$ cat src/rtl/qspi_sram_pkg.sv
// Shared constants, state encoding and helpers for the QSPI SRAM arbiter.
package qspi_sram_pkg;

  localparam logic [7:0] SQI_CMD_READ  = 8'h03;
  localparam logic [7:0] SQI_CMD_WRITE = 8'h02;
  localparam logic [7:0] SPI_CMD_EQIO  = 8'h38;

  localparam int NIB_CNT_W = 4;   // up to 8 nibbles per shifter segment
  localparam int SHIFT_W   = 32;  // 8 nibbles, MSB nibble goes out first
  localparam int GAP_W     = 8;

  typedef enum logic [3:0] {
    INIT, INIT_GAP, IDLE, CMD, ADDR, DUMMY, DATA, DONE, GAP
  } state_t;

  // One SPI-mode byte as 8 nibbles {1,1,0,bit}, the bit riding on sio0.
  function automatic logic [SHIFT_W-1:0] spi_byte_nibbles(input logic [7:0] b);
    logic [SHIFT_W-1:0] w;
    w = '0;
    for (int i = 0; i < 8; i++) begin
      w[SHIFT_W-1-4*i -: 4] = {3'b110, b[7-i]};
    end
    return w;
  endfunction

endpackage

$ cat src/rtl/qspi_sram_shifter.sv
// Nibble serialiser: two clk per nibble (sck low, then high), MSB nibble first,
// read nibbles captured on the clk edge that ends the sck-high phase.
module qspi_sram_shifter
  import qspi_sram_pkg::*;
(
  input  logic                 clk,
  input  logic                 reset_n,
  input  logic                 load,
  input  logic [NIB_CNT_W-1:0] load_cnt,
  input  logic [SHIFT_W-1:0]   load_word,
  input  logic                 load_oe,
  input  logic [3:0]           sio_i,
  output logic                 busy,
  output logic                 done,
  output logic [15:0]          rx_next,
  output logic                 sck,
  output logic                 sio_oe,
  output logic [3:0]           sio_o
);

  logic                 active_q, active_d;
  logic                 phase_q, phase_d;
  logic                 sck_q, sck_d;
  logic                 oe_q, oe_d;
  logic [NIB_CNT_W-1:0] cnt_q, cnt_d;
  logic [SHIFT_W-1:0]   sh_q, sh_d;
  logic [15:0]          rx_q, rx_d;

  // Terminal count: last sck-high phase of the segment. The FSM may reload here
  // so consecutive segments run without a bubble.
  assign done    = active_q & phase_q & (cnt_q == NIB_CNT_W'(1));
  assign busy    = active_q;
  assign rx_next = {rx_q[11:0], sio_i};
  assign sck     = sck_q;
  assign sio_oe  = oe_q;
  assign sio_o   = sh_q[SHIFT_W-1 -: 4];

  always_comb begin
    active_d = active_q;
    phase_d  = phase_q;
    sck_d    = sck_q;
    oe_d     = oe_q;
    cnt_d    = cnt_q;
    sh_d     = sh_q;
    rx_d     = rx_q;
    if (active_q) begin
      if (!phase_q) begin
        phase_d = 1'b1;
        sck_d   = 1'b1;
      end else begin
        rx_d    = rx_next;
        phase_d = 1'b0;
        sck_d   = 1'b0;
        if (done) begin
          active_d = 1'b0;
          oe_d     = 1'b0;
          sh_d     = '0;
        end else begin
          cnt_d = cnt_q - NIB_CNT_W'(1);
          sh_d  = sh_q << 4;
        end
      end
    end
    if (load) begin
      active_d = 1'b1;
      phase_d  = 1'b0;
      sck_d    = 1'b0;
      oe_d     = load_oe;
      cnt_d    = load_cnt;
      sh_d     = load_word;
    end
  end

  always_ff @(posedge clk or negedge reset_n) begin
    if (!reset_n) begin
      active_q <= 1'b0;
      phase_q  <= 1'b0;
      sck_q    <= 1'b0;
      oe_q     <= 1'b0;
      cnt_q    <= '0;
      sh_q     <= '0;
      rx_q     <= '0;
    end else begin
      active_q <= active_d;
      phase_q  <= phase_d;
      sck_q    <= sck_d;
      oe_q     <= oe_d;
      cnt_q    <= cnt_d;
      sh_q     <= sh_d;
      rx_q     <= rx_d;
    end
  end

endmodule

$ cat src/rtl/qspi_sram_arbiter.sv
// Two-port arbiter onto one SQI serial SRAM; port B (read-only) beats port A
// unless QSPI_ARB_RR_EN selects round-robin between simultaneous requests.
//
// state    | meaning
// INIT     | send EQIO (0x38) in SPI mode
// INIT_GAP | cs_n high CS_GAP cycles, then ready
// IDLE     | sample and arbitrate requests
// CMD      | load shifter, send read/write command
// ADDR     | 24-bit byte address
// DUMMY    | reads only, bus released
// DATA     | 16-bit data in or out
// DONE     | cs_n high, ack pulse, rdata update
// GAP      | remaining cs_n-high cycles
module qspi_sram_arbiter
  import qspi_sram_pkg::*;
#(
  parameter int ADDR_W    = 16,
  parameter int CS_GAP    = 2,
  parameter int INIT_EQIO = 1
) (
  input  logic              clk,
  input  logic              reset_n,
  input  logic              a_req,
  input  logic              a_we,
  input  logic [ADDR_W-1:0] a_addr,
  input  logic [15:0]       a_wdata,
  output logic              a_ack,
  output logic [15:0]       a_rdata,
  input  logic              b_req,
  input  logic [ADDR_W-1:0] b_addr,
  output logic              b_ack,
  output logic [15:0]       b_rdata,
  output logic              ready,
  output logic              sram_cs_n,
  output logic              sram_sck,
  output logic              sram_sio_oe,
  output logic [3:0]        sram_sio_o,
  input  logic [3:0]        sram_sio_i
);

  state_t              state_q, state_d;
  logic                cs_n_q, cs_n_d;
  logic                a_ack_q, a_ack_d, b_ack_q, b_ack_d;
  logic [15:0]         a_rdata_q, a_rdata_d, b_rdata_q, b_rdata_d;
  logic                ready_q, ready_d;
  logic                gnt_b_q, gnt_b_d;
  logic                we_q, we_d;
  logic [ADDR_W-1:0]   addr_q, addr_d;
  logic [15:0]         wdata_q, wdata_d;
  logic [GAP_W-1:0]    gap_q, gap_d;
  logic                pick_b;
  logic                ld, ld_oe;
  logic [NIB_CNT_W-1:0] ld_cnt;
  logic [SHIFT_W-1:0]  ld_word;
  logic                sh_busy, sh_done;
  logic [15:0]         rx_next;
  logic [23:0]         byte_addr;

  assign byte_addr = 24'({addr_q, 1'b0});

`ifdef QSPI_ARB_RR_EN
  logic last_b_q, last_b_d;
  assign pick_b = b_req & (~a_req | ~last_b_q);
`else
  assign pick_b = b_req;
`endif

  always_comb begin
    state_d   = state_q;
    cs_n_d    = cs_n_q;
    a_ack_d   = 1'b0;
    b_ack_d   = 1'b0;
    a_rdata_d = a_rdata_q;
    b_rdata_d = b_rdata_q;
    ready_d   = ready_q;
    gnt_b_d   = gnt_b_q;
    we_d      = we_q;
    addr_d    = addr_q;
    wdata_d   = wdata_q;
    gap_d     = gap_q;
    ld        = 1'b0;
    ld_cnt    = '0;
    ld_word   = '0;
    ld_oe     = 1'b0;
`ifdef QSPI_ARB_RR_EN
    last_b_d  = last_b_q;
`endif
    case (state_q)
      INIT: begin
        if (!sh_busy) begin
          ld      = 1'b1;
          ld_cnt  = NIB_CNT_W'(8);
          ld_word = spi_byte_nibbles(SPI_CMD_EQIO);
          ld_oe   = 1'b1;
          cs_n_d  = 1'b0;
        end else if (sh_done) begin
          cs_n_d  = 1'b1;
          gap_d   = GAP_W'(CS_GAP - 1);
          state_d = INIT_GAP;
        end
      end
      INIT_GAP: begin
        if (gap_q == '0) begin
          ready_d = 1'b1;
          state_d = IDLE;
        end else begin
          gap_d = gap_q - GAP_W'(1);
        end
      end
      IDLE: begin
        if (INIT_EQIO == 0) ready_d = 1'b1;
        if (ready_q && (a_req || b_req)) begin
          gnt_b_d = pick_b;
          we_d    = pick_b ? 1'b0 : a_we;
          addr_d  = pick_b ? b_addr : a_addr;
          wdata_d = a_wdata;
`ifdef QSPI_ARB_RR_EN
          last_b_d = pick_b;
`endif
          state_d = CMD;
        end
      end
      CMD: begin
        if (!sh_busy) begin
          ld      = 1'b1;
          ld_cnt  = NIB_CNT_W'(2);
          ld_word = {(we_q ? SQI_CMD_WRITE : SQI_CMD_READ), 24'h0};
          ld_oe   = 1'b1;
          cs_n_d  = 1'b0;
        end else if (sh_done) begin
          ld      = 1'b1;
          ld_cnt  = NIB_CNT_W'(6);
          ld_word = {byte_addr, 8'h0};
          ld_oe   = 1'b1;
          state_d = ADDR;
        end
      end
      ADDR: begin
        if (sh_done) begin
          ld = 1'b1;
          if (we_q) begin
            ld_cnt  = NIB_CNT_W'(4);
            ld_word = {wdata_q, 16'h0};
            ld_oe   = 1'b1;
            state_d = DATA;
          end else begin
            ld_cnt  = NIB_CNT_W'(2);
            state_d = DUMMY;
          end
        end
      end
      DUMMY: begin
        if (sh_done) begin
          ld      = 1'b1;
          ld_cnt  = NIB_CNT_W'(4);
          state_d = DATA;
        end
      end
      DATA: begin
        if (sh_done) begin
          cs_n_d  = 1'b1;
          state_d = DONE;
          if (gnt_b_q) begin
            b_ack_d   = 1'b1;
            b_rdata_d = rx_next;
          end else begin
            a_ack_d = 1'b1;
            if (!we_q) a_rdata_d = rx_next;
          end
        end
      end
      DONE: begin
        if (CS_GAP <= 1) begin
          state_d = IDLE;
        end else begin
          gap_d   = GAP_W'(CS_GAP - 2);
          state_d = GAP;
        end
      end
      GAP: begin
        if (gap_q == '0) state_d = IDLE;
        else             gap_d   = gap_q - GAP_W'(1);
      end
      default: state_d = IDLE;
    endcase
  end

  always_ff @(posedge clk or negedge reset_n) begin
    if (!reset_n) begin
      state_q   <= (INIT_EQIO != 0) ? INIT : IDLE;
      cs_n_q    <= 1'b1;
      a_ack_q   <= 1'b0;
      b_ack_q   <= 1'b0;
      a_rdata_q <= '0;
      b_rdata_q <= '0;
      ready_q   <= 1'b0;
      gnt_b_q   <= 1'b0;
      we_q      <= 1'b0;
      addr_q    <= '0;
      wdata_q   <= '0;
      gap_q     <= '0;
`ifdef QSPI_ARB_RR_EN
      last_b_q  <= 1'b0;
`endif
    end else begin
      state_q   <= state_d;
      cs_n_q    <= cs_n_d;
      a_ack_q   <= a_ack_d;
      b_ack_q   <= b_ack_d;
      a_rdata_q <= a_rdata_d;
      b_rdata_q <= b_rdata_d;
      ready_q   <= ready_d;
      gnt_b_q   <= gnt_b_d;
      we_q      <= we_d;
      addr_q    <= addr_d;
      wdata_q   <= wdata_d;
      gap_q     <= gap_d;
`ifdef QSPI_ARB_RR_EN
      last_b_q  <= last_b_d;
`endif
    end
  end

  qspi_sram_shifter u_shifter (
    .clk       (clk),
    .reset_n   (reset_n),
    .load      (ld),
    .load_cnt  (ld_cnt),
    .load_word (ld_word),
    .load_oe   (ld_oe),
    .sio_i     (sram_sio_i),
    .busy      (sh_busy),
    .done      (sh_done),
    .rx_next   (rx_next),
    .sck       (sram_sck),
    .sio_oe    (sram_sio_oe),
    .sio_o     (sram_sio_o)
  );

  assign sram_cs_n = cs_n_q;
  assign a_ack     = a_ack_q;
  assign b_ack     = b_ack_q;
  assign a_rdata   = a_rdata_q;
  assign b_rdata   = b_rdata_q;
  assign ready     = ready_q;

endmodule

$ cat config.mk
export PLATFORM = sky130hd
export DESIGN_NAME = qspi_sram_arbiter
export DESIGN_NICKNAME = d
export VERILOG_FILES = /design/src/rtl/qspi_sram_pkg.sv /design/src/rtl/qspi_sram_shifter.sv /design/src/rtl/qspi_sram_arbiter.sv
export SDC_FILE = /design/constraint.sdc
export NUM_CORES = 1
export LEC_CHECK = 0
export BUFFER_PORTS_ARGS = -buffer_cell sky130_fd_sc_hd__buf_2
export CAP_MARGIN = 20
export CORE_MARGIN = 4
export CORE_UTILIZATION = 48
export CTS_BUF_LIST = sky130_fd_sc_hd__clkbuf_4 sky130_fd_sc_hd__clkbuf_8 sky130_fd_sc_hd__clkbuf_16
export DETAILED_ROUTE_END_ITERATION = 12
export GPL_ROUTABILITY_DRIVEN = 0
export PLACE_DENSITY = 0.8
export SETUP_SLACK_MARGIN = 0.3
export SLEW_MARGIN = 20
export SYNTH_ARGS = -nofsm -noshare
export SYNTH_HDL_FRONTEND = slang
export SYNTH_SLANG_ARGS = --single-unit
export TNS_END_PERCENT = 10
$ cat constraint.sdc
create_clock -name clk -period 2.2 [get_ports clk]
set_clock_uncertainty 0.2 [all_clocks]
set_input_delay 0.22 -clock clk [delete_from_list [all_inputs] [get_ports clk]]
set_output_delay 0.22 -clock clk [all_outputs]
set_load 0.05 [all_outputs]
==> metrics.cfg <==
[clocking]
cts_max_level = 4
clkSinkCount = 126
cts_tree = yes
clock_path_buffers = 2
clk_latency_ps = 420
cts_root_buffer = clkbuf_16
clkTransAtPathRegs_ps = 60
cts_buffers = 17

[placed_design]
dpl_worst_slack_ps = -159
hpwl_um = 9540
dp.cells = 742
io_buffers = 98
postPlaceCellArea_um2 = 6650

[logic_synthesis]
syn-num-nets = 542
synth-edff-count = 0
yosys_warnings = 0
ys_ff_latch = 126
yosysTopAreaCell = dfrtp_1
yosysMostFrequentCell = dfrtp_1
synth_cell_type_count = 62
synth_top_area_frac = 0.549
netlist_area_um2 = 5690
syn_inst = 481
syn_area_per_cell_um2 = 11.8
ys_seq_area_frac = 0.554
async_flop_share = 1.00
netlist_top_cells_count = 125 x dfrtp_1, 61 x mux2_2, 52 x nor2_1
synth-main-ff-cell = dfrtp_1
yosys-top-cells-area = dfrtp_1 55%, mux2_2 12%, nor2_1 3.4%, mux2i_1 3.0%, a21oi_1 2.9%

[global_route]
grtUsageMet3 = 0.0689
grt-busiest-layer = met2
grt_antenna_before_repair = 0
grt_pass1_vias = 5088
grt_first_pass_wirelength_um = 25700
met2_usage = 0.404
grt_use_met1 = 0.302
grt_max_degree = 45
track_usage = 0.244
grt-ovfl-total = 0

[critical_path]
cp_max_fo = 16
cp.required_ps = 2300
cp_slowest_stage_delay_ps = 420
cp_num_cells = 8
cp-start-kind = register
timing_worst_setup_path_type = register to register
path_cells = inv_2 > ha_4 > or3b_4 > nor2_4 > nand3_2 > nor3_4 > buf_12 > mux2_4
arrival_ps = 2450
path_delay_family = simple AND/OR/NAND/NOR gates
crit_start = u_shifter.cnt_q[1]
reg2reg_from = u_shifter.cnt_q[1]
end_kind = register
cp.buffers_inverters = 2
reg2reg_depth = 8
worst_path_max_delay_cell = or3b_4

[finish]
area_growth_pct = 43.4
stdcell_area_um2 = 8170
post-route-util = 0.709
layout-drive-gt1-share = 0.442
finalNetCount = 747
stdcell_count = 842
insertedDiodeCount = 0

[detailed_routing]
viasPerCell = 5.89
antenna_left = 0
wl_um = 16900
wire_per_inst_um = 20.1
drt_iter0_drc = 406
firstDrtPassIters = 6
drc = 0
vias = 4957

[timing]
maxSlewHeadroom = 0.679
max_freq_ghz = 0.427
setup_tns_ps = -3620
finalWorstSetupSlack_ps = -144
whs_ps = 95.6
min_period_over_period = 1.07
worst_pin_slew_ps = 480
fin_crit_ps = 2340
setup_viol = 55
slew_viol_final = 0
rsz0062_at_grt = yes
final_hold_viol_count = 0

[die]
die_y_um = 117
ios = 99
die_area_um2 = 13700
start_util = 0.494
die_w_um = 117
core-area_um2 = 11500
rows = 39

[run]
cap_violations = 0

[status]
outcome = finished, violations left
violations = setup timing

[power]
leakagePower_nw = 3.87
powerDensity_nw_per_um2 = 1530
p_total_mw = 12.5
ir_drop_uv = 983

[worst_hold_path]
hold_path_class = input pin to asynchronous set/reset pin

worst reg2reg max path, delay by kind of cell (launching register included):
kind                     cells  cell delay, ps
flip-flops                   1             400
multiplexers                 1             330
buffers and inverters        2             310
AND/OR/NAND/NOR              4             860
adder cells (fa/ha/maj)      1             140
layout make-up:
cell class / instances / area (µm²)
Fill cell: 692 / 3350
Sequential cell: 126 / 3160
Multi-Input combinational cell: 316 / 2620
Timing Repair Buffer: 216 / 1610
Clock buffer: 19 / 453
Tap cell: 143 / 179
Clock inverter: 13 / 116
Inverter: 9 / 33.8
placed cells by master (no fill, tap or decap), types with 3 or more instances in the layout:
| cell type | instances |
|---|---|
| mux2_4 | 17 |
| clkinv_4 | 4 |
| o21ai_0 | 8 |
| or3_1 | 4 |
| a221oi_2 | 11 |
| nand2b_1 | 3 |
| a22o_1 | 11 |
| nor3_1 | 6 |
| nor2_1 | 50 |
| nor2_4 | 5 |
| clkinvlp_4 | 3 |
| mux2_2 | 45 |
| dlygate4sd3_1 | 54 |
| a21oi_2 | 3 |
| nand2_1 | 22 |
| a21oi_1 | 30 |
| xnor2_1 | 3 |
| inv_2 | 3 |
| buf_2 | 97 |
| clkbuf_16 | 17 |
| mux2i_1 | 17 |
| buf_4 | 55 |
| a21o_1 | 4 |
| dfrtp_1 | 124 |
| buf_6 | 3 |
| buf_12 | 6 |
| o21ai_1 | 11 |
| a31oi_1 | 4 |
| inv_1 | 6 |
| a221oi_1 | 5 |
| clkinv_2 | 4 |
routing by layer:
metal / vias to the layer above / share of wire
met5: - / 0
met4: 0 / 0.039
met3: 63 / 0.067
met2: 268 / 0.51
met1: 2468 / 0.38
li1: 2158 / -
registers in the layout, indices dropped and copies added, names as in the netlist, 4 cells and up:
signal           flops
state_q              4
u_shifter.rx_q      12
gap_q                8
b_rdata             16
u_shifter.cnt_q      4
wdata_q             16
a_rdata             16
addr_q              16
u_shifter.sh_q      25
logic make-up (layout without fill, tap and decap cells):
family / after synthesis / count (layout) / share of synthesized area
DFF: 126 / 126 / 0.554
and+or+nand+nor: 120 / 122 / 0.111
AOI/OAI and AO/OA: 107 / 107 / 0.129
muxes: 79 / 79 / 0.152
buffers and inverters: 41 / 257 / 0.0387
adders and majority gates: 4 / 4 / 0.00879
xor gates and xnor gates: 4 / 4 / 0.00615
where the power goes:
part / switching, mW / internal (mW) / leakage [nW]
sequential: 0.776 / 3.29 / 1.56
combinational: 3.23 / 2.51 / 2.04
clock: 1.08 / 1.61 / 0.275
total: 5.09 / 7.41 / 3.87
path summary, 6_finish.rpt:
check	end	slack [ps]
min	addr_q[10]	100
max	a_rdata[3]	-140
min in group clk	u_shifter.sh_q[31]	260
max in group asynchronous	sram_cs_n	980
max reg2reg	a_rdata[3]	-140
min reg2reg	u_shifter.sh_q[31]	260
what timing repair did:
item / CTS / global route
endpoints found under the hold margin: 122 / 0
pin swaps: 15 / 26
resized for setup: 35 / 42
cloned: 1 / 1
setup buffers: 10 / 2
setup endpoints to repair: 100 / 111
hold buffers: 54 / 0
(Power assumes the default switching activity.)
